--- config.mk ---
export PLATFORM = sky130hd
export DESIGN_NAME = dmem_sram_bridge
export DESIGN_NICKNAME = d
export VERILOG_FILES = /design/src/rtl/dmem_sram_bridge.sv
export SDC_FILE = /design/constraint.sdc
export NUM_CORES = 1
export LEC_CHECK = 0
export BUFFER_PORTS_ARGS = -buffer_cell sky130_fd_sc_hd__buf_2
export CAP_MARGIN = 20
export CELL_PAD_IN_SITES_DETAIL_PLACEMENT = 0
export CELL_PAD_IN_SITES_GLOBAL_PLACEMENT = 1
export CORE_ASPECT_RATIO = 1.25
export CORE_MARGIN = 2
export CORE_UTILIZATION = 26
export CTS_CLUSTER_DIAMETER = 30
export CTS_CLUSTER_SIZE = 10
export DETAILED_ROUTE_END_ITERATION = 10
export PLACE_DENSITY_LB_ADDON = 0.1
export RECOVER_POWER = 100
export SLEW_MARGIN = 0
export SYNTH_ARGS = -nofsm -noshare
export SYNTH_HDL_FRONTEND = slang
export SYNTH_SLANG_ARGS = --single-unit
--- constraint.sdc ---
create_clock -name clk -period 4.45 [get_ports clk]
set_input_delay 0.445 -clock clk [delete_from_list [all_inputs] [get_ports clk]]
set_output_delay 0.445 -clock clk [all_outputs]
set_load 0.02 [all_outputs]
--- src/rtl/dmem_sram_bridge.sv ---
// dmem_sram_bridge: responder for the CPU data-memory port. Turns an M-stage
// load/store into a split address/data-phase SRAM-like bus transaction, stalls
// the pipeline until it completes and holds load data until M advances.
// Optional feature: define DMEM_POSTED_WRITE_EN to let stores retire after
// their address phase, with the data phase tracked by a pending flag.
module dmem_sram_bridge #(
  parameter int unsigned AW = 32,
  parameter int unsigned DW = 32
) (
  input  logic            clk,
  input  logic            rst,
  input  logic            mem_en,
  input  logic [3:0]      mem_wen,
  input  logic [1:0]      mem_size,
  input  logic [AW-1:0]   mem_addr,
  input  logic [DW-1:0]   mem_wdata,
  input  logic            mem_flush,
  input  logic            cpu_stall,
  output logic [DW-1:0]   mem_rdata,
  output logic            stallreq_from_mem,
  output logic            data_req,
  output logic            data_wr,
  output logic [1:0]      data_size,
  output logic [AW-1:0]   data_addr,
  output logic [DW-1:0]   data_wdata,
  input  logic            data_addr_ok,
  input  logic            data_data_ok,
  input  logic [DW-1:0]   data_rdata
);

  typedef enum logic [1:0] {IDLE, REQ, WAIT, DONE} state_t;

  state_t state, nextState;
  logic   isWrite;
  logic   busReq;
  logic   loadData;
  logic   pendingBusy;   // a posted write still owns the data phase this cycle
  logic   dataOkFree;    // data_data_ok not consumed by a posted write
  logic   postStore;     // an accepted store may retire without its data phase

  assign isWrite = |mem_wen;

`ifdef DMEM_POSTED_WRITE_EN
  logic wrPending;
  logic setPending;

  assign pendingBusy = wrPending & ~data_data_ok;
  assign dataOkFree  = data_data_ok & ~wrPending;
  assign postStore   = isWrite;
  assign setPending  = busReq & data_addr_ok & isWrite & ~dataOkFree;

  // Track the outstanding data phase of a store that already retired.
  always_ff @(posedge clk or negedge rst) begin
    if (!rst)              wrPending <= 1'b0;
    else if (setPending)   wrPending <= 1'b1;
    else if (data_data_ok) wrPending <= 1'b0;
  end
`else
  assign pendingBusy = 1'b0;
  assign dataOkFree  = data_data_ok;
  assign postStore   = 1'b0;
`endif

  // State register.
  always_ff @(posedge clk or negedge rst) begin
    // NOTE: sequential state uses non-blocking assignments so every register
    // samples the pre-edge values regardless of block ordering.
    if (!rst) state <= IDLE;
    else      state <= nextState;
  end

  // Next-state logic, bus request and load-capture decision.
  always_comb begin
    // NOTE: every output of this block gets a default first so no path leaves
    // a signal unassigned, which would otherwise infer a latch.
    nextState = state;
    busReq    = 1'b0;
    loadData  = 1'b0;
    unique case (state)
      IDLE, REQ: begin
        // A flushed or withdrawn request never reaches the bus.
        if (mem_en && !mem_flush && !pendingBusy) begin
          busReq = 1'b1;
          if (data_addr_ok) begin
            if (dataOkFree) begin
              nextState = DONE;
              loadData  = ~isWrite;
            end else if (postStore) begin
              nextState = DONE;
            end else begin
              nextState = WAIT;
            end
          end else begin
            nextState = REQ;
          end
        end else begin
          nextState = IDLE;
        end
      end
      WAIT: begin
        // Flush is ignored: the accepted transaction must finish.
        if (data_data_ok) begin
          nextState = DONE;
          loadData  = ~isWrite;
        end
      end
      DONE: begin
        if (!cpu_stall) nextState = IDLE;
      end
      default: nextState = IDLE;
    endcase
  end

  // Load data holding register; only read data phases update it.
  always_ff @(posedge clk or negedge rst) begin
    // NOTE: this is a single datapath register, so it is reset to give a
    // defined value; a RAM array would not be.
    if (!rst)          mem_rdata <= '0;
    else if (loadData) mem_rdata <= data_rdata;
  end

  // Bus fields follow the held M-stage inputs; reset forces request/stall low.
  assign data_req          = rst & busReq;
  assign data_wr           = data_req & isWrite;
  assign data_size         = mem_size;
  assign data_addr         = mem_addr;
  assign data_wdata        = mem_wdata;
  assign stallreq_from_mem = rst & mem_en & (state != DONE) &
                             ~(mem_flush & ((state == IDLE) | (state == REQ)));

endmodule
Yosys cells after proc, flatten, opt, wreduce, memory -nomap -nowiden:

Index checks and enable logic that the tools add are counted.
W data, S select, Z words.

* equality and inequality tests: 6
* bitwise logic cells: 9
* multiplexer cells: 12
* reduce and logical (&&, ||, !) cells: 6

Operators by type and width (count)
* $mux W2: 4
* $and A1 B1 Y1: 6
* $mux W1: 6
* $ne A2 B2 Y1 const B: 3
* $pmux W2 S3: 1
* $eq A2 B2 Y1 const B: 2
* $reduce_or A4 Y1: 1
* $eq A2 B1 Y1 const B: 1
* $logic_not A2 Y1: 1
* $not A1 Y1: 2
* $pmux W1 S2: 1
* $reduce_and A2 Y1: 1
* $reduce_or A2 Y1: 1
* $logic_and A1 B1 Y1: 1
* $logic_not A1 Y1: 1
* $or A1 B1 Y1: 1

* bits in registers: 34
* input port bits: 109

Logic depth before layout (Yosys ltp):

Gate-level depths: netlist (run 1).

* word-level depth: 6
* depth in mapped cells: 4
* gate-level depth less buffers: 3

Least setup slack after synthesis (run 1):

OpenSTA, ideal clock, no wires.

* path type: input port to output port
* from: in mem_flush
* to: out data_wr
* buffers on the path: 0
* data required time: 4.005 ns
* path slack: 2.785 ns
* stages on the path: 3
* arrival time: 1.220 ns
* path through: nor3b_1 and2_1 and2b_1

* longest elaborated chain between the ends: 6

Ends and longest elaborated chain
* start: declaration: RTL line 17 `input logic mem_flush,`
* $logic_not A1 Y1: RTL line 82 `if (mem_en && !mem_flush && !pendingBusy) begin`
* $logic_and A1 B1 Y1: RTL line 82
* $mux W1: RTL line 82
* $mux W1: RTL line 79 `unique case (state)`
* $and A1 B1 Y1: RTL line 123 `assign data_req = rst & busReq;`
* via data_req: RTL line 21 `output logic data_req,`
* $and A1 B1 Y1: RTL line 124 `assign data_wr = data_req & isWrite;`
* end: declaration: RTL line 22 `output logic data_wr,`

The timed path passes the listed nets, and every way through them passes these cells.

Final worst setup path (run 1):

* from: in rst
* to: out data_wr

* longest elaborated chain between the ends: 2

Ends and longest elaborated chain
* start: declaration: RTL line 11 `input logic rst,`
* $and A1 B1 Y1: RTL line 123
* $and A1 B1 Y1: RTL line 124

No other way between the ends.

==> run metrics, run 1 <==
Startpoint Class input port; Die Width 82.2 um; hold_sp data_rdata[21]; power density over the cells 594 nW/um^2; Routed Antenna Nets 0; register bit total from synthesis 34; Setup Viol. Count Final 0; core box area 7400 sq um; Max Fclk 0.338 GHz; DR pass1 iterations 3; reg2reg start state[1]; first-pass GRT wire length 6490 um; Vias per Instance 4.24; GRT Util Overall 0.106; Wirelength per Cell 17.1 um; Tcrit/Tclk final 0.665; DRT iter0 DRCs 37; die area 8360 sq um; I/O pins 210; initial antenna violation count 0; # hold bufs at CTS 0; Antenna Cells 0; final WL 4410 um; reg-to-reg slack, setup 2000 ps; worst-path fanout max 36; cells after synthesis 151; vias in the first global route 1217; Root Driver clkbuf_8; H-tree level count 2; initial cell density of the core 0.268; hold depth 2; Clock Latency Late Sink 280 ps; Worst Tran Pin Value 2000 ps; worst flop-to-flop path endpoint mem_rdata[4]; worst setup margin 1490 ps; Syn Nets 260; RD Place Congestion 0.718; VDD IR max 0.144 mV; layout cells sized above 1 0.331; vias 1094; non-filler instance count after layout 258; WHS Endpoint mem_rdata[21]; Yosys warning count 0; placed insts 252; Max-slew headroom -0.334; largest net degree at the start of global routing 37; status complete, but fails checks; WP data required 4010 ps; Layout Skew 2.52 ps; Area after DPL 1960 sq um; die height 102 um; clock sink total 34; num rows 35; crit path kind in2out; sequential element share of the synthesized area 0.428; port bufs 77; CP Data Arrival Time 2510 ps; Longest Clk Path Bufs 2; Sum Neg Setup Slack 0 ps; post-synthesis average cell area 13.2 sq um; r2r worst-path depth 4; Leak 0.000935 uW; cell area after synthesis 1990 sq um; critical path endpoint category output port; failing checks capacitance limit, slew limit; Post-CTS Setup Inserts 0; Yosys cell types 19; MaxCap Viol Count 1; worst hold path class in2reg; Resize count post-CTS 0; count of pins over their slew limit 37; minimum clock period 2960 ps; final hold violations 0; Reg clk slew, reported paths 70 ps; design area 1890 sq um; Layout area overhead -4.60%; # nets final 276; RSZ-0062 raised after global routing no; CTS tree done; Remaining Overflow, GRT 0; dpl ws 1950 ps; # DRC 0; post-DP HPWL 3390 um; clock buffer count from CTS 5
## flip-flops by register name (all words and copies together) (netlist names)
name	flops
mem_rdata	32
state	2
## area by class of cell
cell class	count	area, sq um
repair buffers	78	345
well taps	92	115
multi-input cells	47	497
inverters	1	3.75
fillers	798	5510
clock buffers	6	82.6
flip-flops and latches	34	851
## cell usage after synthesis
library cell  instances  area share
buf_6                 3       0.017
nor2_1                1      0.0019
mux2_4               30        0.23
inv_1                 1      0.0019
a21oi_1               1      0.0025
nand3_1               2      0.0050
and4bb_4              1      0.0082
mux2_2                2       0.011
and2_1                1      0.0032
buf_4                66        0.25
dfrtp_1              34        0.43
nor3b_1               1      0.0038
and2b_1               2      0.0076
o21ai_0               1      0.0025
nand2b_1              1      0.0032
nor4_4                1       0.011
nand2_1               1      0.0019
o211ai_4              1       0.011
o211ai_1              1      0.0038
## metal layers
layer  global-route usage  share of wire
met1               0.0958           0.33
met2                0.181           0.50
met3               0.0428           0.11
met4               0.0897          0.053
met5                    0              0
## worst max path at each step
stage / from / endpoint / slack (ps) / cells after the start
2_1_floorplan: mem_flush / data_wr / 2790 / 3
3_3_place_gp: mem_flush / mem_rdata[4] / 2030 / 5
3_5_place_dp: mem_flush / mem_rdata[4] / 1950 / 5
4_1_cts: state[1] / mem_rdata[4] / 2070 / 4
5_1_grt: rst / data_wr / 1100 / 4
6_report: rst / data_wr / 1490 / 4
## placed cells by master (no fill, tap or decap)
| cell | n |
|---|---|
| buf_2 | 42 |
| clkbuf_1 | 36 |
| dfrtp_1 | 34 |
| mux2_1 | 28 |
| clkbuf_8 | 6 |
| nand3_1 | 2 |
| and2b_1 | 2 |
| mux2_4 | 2 |
| mux2_2 | 2 |
| nand2b_1 | 1 |
| a21oi_1 | 1 |
| nor3b_1 | 1 |
| and2_0 | 1 |
| nor4_4 | 1 |
| and4bb_4 | 1 |
| o211ai_4 | 1 |
| inv_1 | 1 |
| o21ai_0 | 1 |
| o211ai_1 | 1 |
| nor2_1 | 1 |
| nand2_1 | 1 |
## worst max-delay path, cell delays in order
cell and delay (ps):
clkbuf_1 1400, and2_0 290, and2b_1 130, clkbuf_1 230
## metrics by stage
stage                     hold WS (ps)   util  power (uW)
after CTS                          297  0.277        1260
after global routing               358  0.256        1200
final                              368  0.256        1120
after global placement             492  0.265        1020
after detailed placement           489  0.265        1020
after floorplan                    149      -         922
## where the power goes
part / switching [uW] / internal, uW / total (uW)
combinational: 258 / 138 / 395
sequential: 72.8 / 431 / 504
clock: 106 / 119 / 225
total: 437 / 688 / 1120
## logic make-up after synthesis
family                 count (synthesis)  synth area share
and+or+nand+nor                       11            0.0454
muxes                                 32             0.238
DFF                                   34             0.428
AOI/OAI and AO/OA                      4            0.0195
buffers and inverters                 70             0.268
No activity file was read; power rests on OpenSTA's default activity.
==> inputs of run 2 (changes only) <==
CORE_UTILIZATION = 22   (was 26)
clock period = 2.6 ns   (was 4.45 ns; I/O delays follow)
==> run 2 against run 1 <==
The flow now finishes without violations. First-iteration DRC count decreased by 62%. Clock-buffer cell count unchanged. Worst hold slack got worse by 180 ps. Highest routed layer unchanged. Routed wire length decreased by 9.2%. Sequential cell count unchanged. Setup slack got worse by 870 ps. Via count decreased by 0.37%. Global-route usage decreased by 2.2 points. Sequential power increased by 69%. Non-clock buffer count increased by 3. Critical path depth increased by 1.
==> run metrics, run 2 (same netlist as run 1, synthesis figures left out) <==
status finished, final reports clean; Remaining Overflow, GRT 0; final WL 4000 um; Routed Antenna Nets 0; die height 110 um; port bufs 77; Worst Tran Pin Value 926 ps; # nets final 279; RD Place Congestion 0.648; # DRC 0; Startpoint Class input port; dpl ws 952 ps; reg2reg start state[1]; worst-path fanout max 20; Layout area overhead 0.0633%; r2r worst-path depth 4; worst flop-to-flop path endpoint mem_rdata[7]; Vias per Instance 3.76; clock buffer count from CTS 5; power density over the cells 1020 nW/um^2; number of flip-flops in the largest register 32; CP Data Arrival Time 1720 ps; commonest non-fill, non-tap cell in the layout buf_2; initial cell density of the core 0.227; Largest Register mem_rdata; H-tree level count 2; post-DP HPWL 3130 um; minimum clock period 1980 ps; I/O pins 210; Reg clk slew, reported paths 70 ps; CTS tree done; Fillers 1012; reg-to-reg slack, setup 850 ps; MaxCap Viol Count 0; Tcrit/Tclk final 0.762; most frequent cells in the layout 43 x buf_2, 35 x clkbuf_1, 34 x dfrtp_1; multi-input logic area 500 sq um; Antenna Cells 0; biggest regs mem_rdata: 32 flops, state: 2 flops; core box area 8750 sq um; critical path endpoint category output port; non-filler instance count after layout 290; first-pass GRT wire length 6100 um; hold_sp data_rdata[16]; DRT iter0 DRCs 14; layout cells sized above 1 0.353; VDD IR max 0.251 mV; Max Fclk 0.505 GHz; Root Driver clkbuf_8; FF+latch area 851 sq um; clock sink total 34; placed insts 282; GRT Util Overall 0.0843; largest net degree at the start of global routing 21; Power Total 2030 uW; WHS Endpoint mem_rdata[16]; worst hold path class in2reg; Clock Latency Late Sink 280 ps; die area 9810 sq um; fin util 0.227; Sum Neg Setup Slack 0 ps; Max-slew headroom 0.383; count of pins over their slew limit 0; Leak 0.000968 uW; initial antenna violation count 0; vias 1090; crit path kind in2out; WP data required 2340 ps; final hold violations 0; RSZ-0062 raised after global routing no; Longest Clk Path Bufs 2; hold depth 2; worst setup margin 620 ps; Setup Viol. Count Final 0; vias in the first global route 1244; Wirelength per Cell 13.8 um; Layout Skew 7.49 ps; num rows 38; Die Width 89.0 um; DR pass1 iterations 2
==> run 2: report_power, final <==
part | internal (uW) | switching, uW | leakage [uW]
sequential | 738 | 116 | 0.000447
combinational | 242 | 433 | 0.000463
clock | 307 | 190 | 0.0000573
total | 1290 | 739 | 0.000968
==> run 2: area by class of cell <==
| type | instances | area share |
|---|---|---|
| Timing Repair Buffer | 81 | 0.186 |
| Clock buffer | 6 | 0.0416 |
| Tap cell | 120 | 0.0756 |
| Multi-Input combinational cell | 47 | 0.252 |
| Sequential cell | 34 | 0.428 |
| Inverter | 1 | 0.00189 |
| Clock inverter | 1 | 0.0151 |
==> run 2: per-layer routing <==
metal	share of wire	track usage
met5	0	0
met4	0.076	0.0821
met3	0.10	0.0290
met2	0.50	0.150
met1	0.32	0.0692
==> run 2: how the worst max path moves through the flow <==
stage	slack, ps	from	endpoint
CTS	650	rst	data_wr
detailed placement	950	state[1]	mem_rdata[3]
global route	440	rst	stallreq_from_mem
finish	620	rst	data_wr
global placement	1000	state[1]	mem_rdata[4]
floorplan	1120	state[1]	mem_rdata[0]
==> run 2: repair_timing <==
action	in CTS	in global routing
setup buffers	0	0
endpoints found under the hold margin	17	0
hold buffers	1	0
endpoints found under the setup margin	0	0
gates resized for setup	0	0
==> run 2: worst max-delay path, stage by stage <==
cell	delay, ps
dlygate4sd3_1	520
buf_2	380
and2_0	210
and2b_1	130
clkbuf_1	230
==> run 2: metrics by stage <==
stage	hold WS (ps)	cell area [sq um]
floorplan	-35.6	1990
detailed placement	232	2010
global route	182	1990
CTS	186	2140
finish	188	1990
global placement	226	2010
==> inputs of run 3 (changes only) <==
CORE_UTILIZATION = 24   (was 22)
clock period = 2 ns   (was 2.6 ns; I/O delays follow)
==> run 3 against run 2 <==
Clock-buffer cell count unchanged. Routed wire length increased by 3.1%. Design area decreased by 1.6%. Final cell count decreased by 7.9%. Register-to-register slack got worse by 630 ps. Via count decreased by 0.55%. Setup slack got worse by 400 ps. Combinational power increased by 35%. Power increased by 26%. Critical path depth decreased by 1. Clock power increased by 8.1%. Critical endpoint is now mem_rdata[24]. Largest cell class unchanged. Largest power group unchanged.
==> run metrics, run 3 (same netlist as run 1, synthesis figures left out) <==
commonest non-fill, non-tap cell in the layout buf_2; die area 9020 sq um; worst flop-to-flop path endpoint mem_rdata[24]; hold_ws 123 ps; clock buffer count from CTS 5; worst hold path class in2reg; Largest stage delay, worst path 420 ps; first-pass GRT wire length 6840 um; Fillers 903; MaxCap Viol Count 0; Largest Register mem_rdata; Antenna Cells 0; critical path endpoint category flip-flop; Tcrit/Tclk final 0.892; logic gate share of total power 0.355; initial antenna violation count 0; core box area 8150 sq um; DR pass1 iterations 4; Root Driver clkbuf_8; WP data required 2170 ps; vias 1084; worst-path fanout max 16; VDD IR max 0.354 mV; Startpoint Class flip-flop; clock share of power 0.210; Setup Viol. Count Final 0; Cell Int Power 1590 uW; hold_sp data_rdata[23]; crit path kind reg2reg; Vias per Instance 4.06; Buf/Inv on CP 1; Power Total 2560 uW; worst setup margin 216 ps; Layout Skew 2.75 ps; non-filler instance count after layout 267; GRT Util Overall 0.0986; I/O pins 210; crit path max-delay cell type dfrtp_1; Sw Share 0.380; post-DP HPWL 3190 um; number of flip-flops in the largest register 32; Layout area overhead -1.51%; layout cells sized above 1 0.394; biggest regs mem_rdata: 32 flops, state: 2 flops; # nets final 278; Wirelength per Cell 15.4 um; Post-CTS Setup Inserts 0; CP delay by family, top flip-flops; vias in the first global route 1309; Reg clk slew, reported paths 70 ps; num rows 37; most frequent cells in the layout 43 x buf_2, 34 x clkbuf_1, 34 x dfrtp_1; initial cell density of the core 0.244; Max-slew headroom 0.392; Max Fclk 0.561 GHz; Cell Chain, Critical Path and2b_1 > o211ai_1 > buf_4 > mux2_1; count of pins over their slew limit 0; status finished, final reports clean; # hold bufs at CTS 0; reg-to-reg slack, setup 220 ps; Worst Setup SP state[1]; Die Width 85.4 um; DRT iter0 DRCs 21; sequential share of power 0.435; Leak 0.000987 uW; Routed Antenna Nets 0; minimum clock period 1780 ps; RD Place Congestion 0.629; port bufs 77; largest net degree at the start of global routing 35; Sum Neg Setup Slack 0 ps; r2r worst-path depth 4; Clock Latency Late Sink 280 ps; Longest Clk Path Bufs 2; reg2reg start state[1]; clock sink total 34; Remaining Overflow, GRT 0; RSZ-0062 raised after global routing no; dpl ws 309 ps; final hold violations 0; Sw Pwr 971 uW; CTS tree done; # DRC 0; hold depth 2; final WL 4120 um; WHS Endpoint mem_rdata[23]; Resize count post-CTS 0; CP Data Arrival Time 1950 ps; H-tree level count 2; placed insts 259; power density over the cells 1310 nW/um^2; Worst Tran Pin Value 912 ps; die height 106 um
## run 3: final cells by class
cell class	instances	area, sq um	area share
multi-input cells	47	509	0.260
clock inverters	2	12.5	0.00640
repair buffers	80	375	0.192
inverters	1	3.75	0.00192
well taps	97	121	0.0621
clock buffers	6	82.6	0.0422
flip-flops and latches	34	851	0.435
## run 3: worst max-delay path by stage
stage,end,slack (ps),depth (start not counted)
after CTS,data_wr,280,4
final,mem_rdata[24],220,4
after floorplan,mem_rdata[0],520,4
after global routing,mem_rdata[8],100,4
after global placement,mem_rdata[29],380,4
after detailed placement,mem_rdata[8],310,4
## run 3: through the flow
step | cell area [sq um] | utilization
final | 1960 | 0.240
after global routing | 1960 | 0.240
after CTS | 2090 | 0.257
after detailed placement | 2000 | 0.245
after global placement | 2000 | 0.245
after floorplan | 1990 | -
## run 3: power by group through the flow
stage / Sequential, uW / Clock [uW] / Combinational [uW]
3_3_place_gp: 1120 / 0 / 1130
3_5_place_dp: 1130 / 0 / 1150
6_report: 1110 / 536 / 909
5_1_grt: 1160 / 606 / 981
2_1_floorplan: 1430 / 0 / 619
4_1_cts: 1120 / 576 / 1150
## run 3: worst register-to-register path, cell delays in order (launching register included)
cell and delay, ps:
dfrtp_1 420, and2b_1 210, o211ai_1 330, buf_4 340, mux2_1 360
## run 3: metal layers
metal / vias up / global-route usage / part of all wire
met5: - / 0 / 0
met4: 0 / 0.0601 / 0.038
met3: 24 / 0.0478 / 0.12
met2: 104 / 0.162 / 0.51
met1: 491 / 0.0989 / 0.33
li1: 465 / - / -
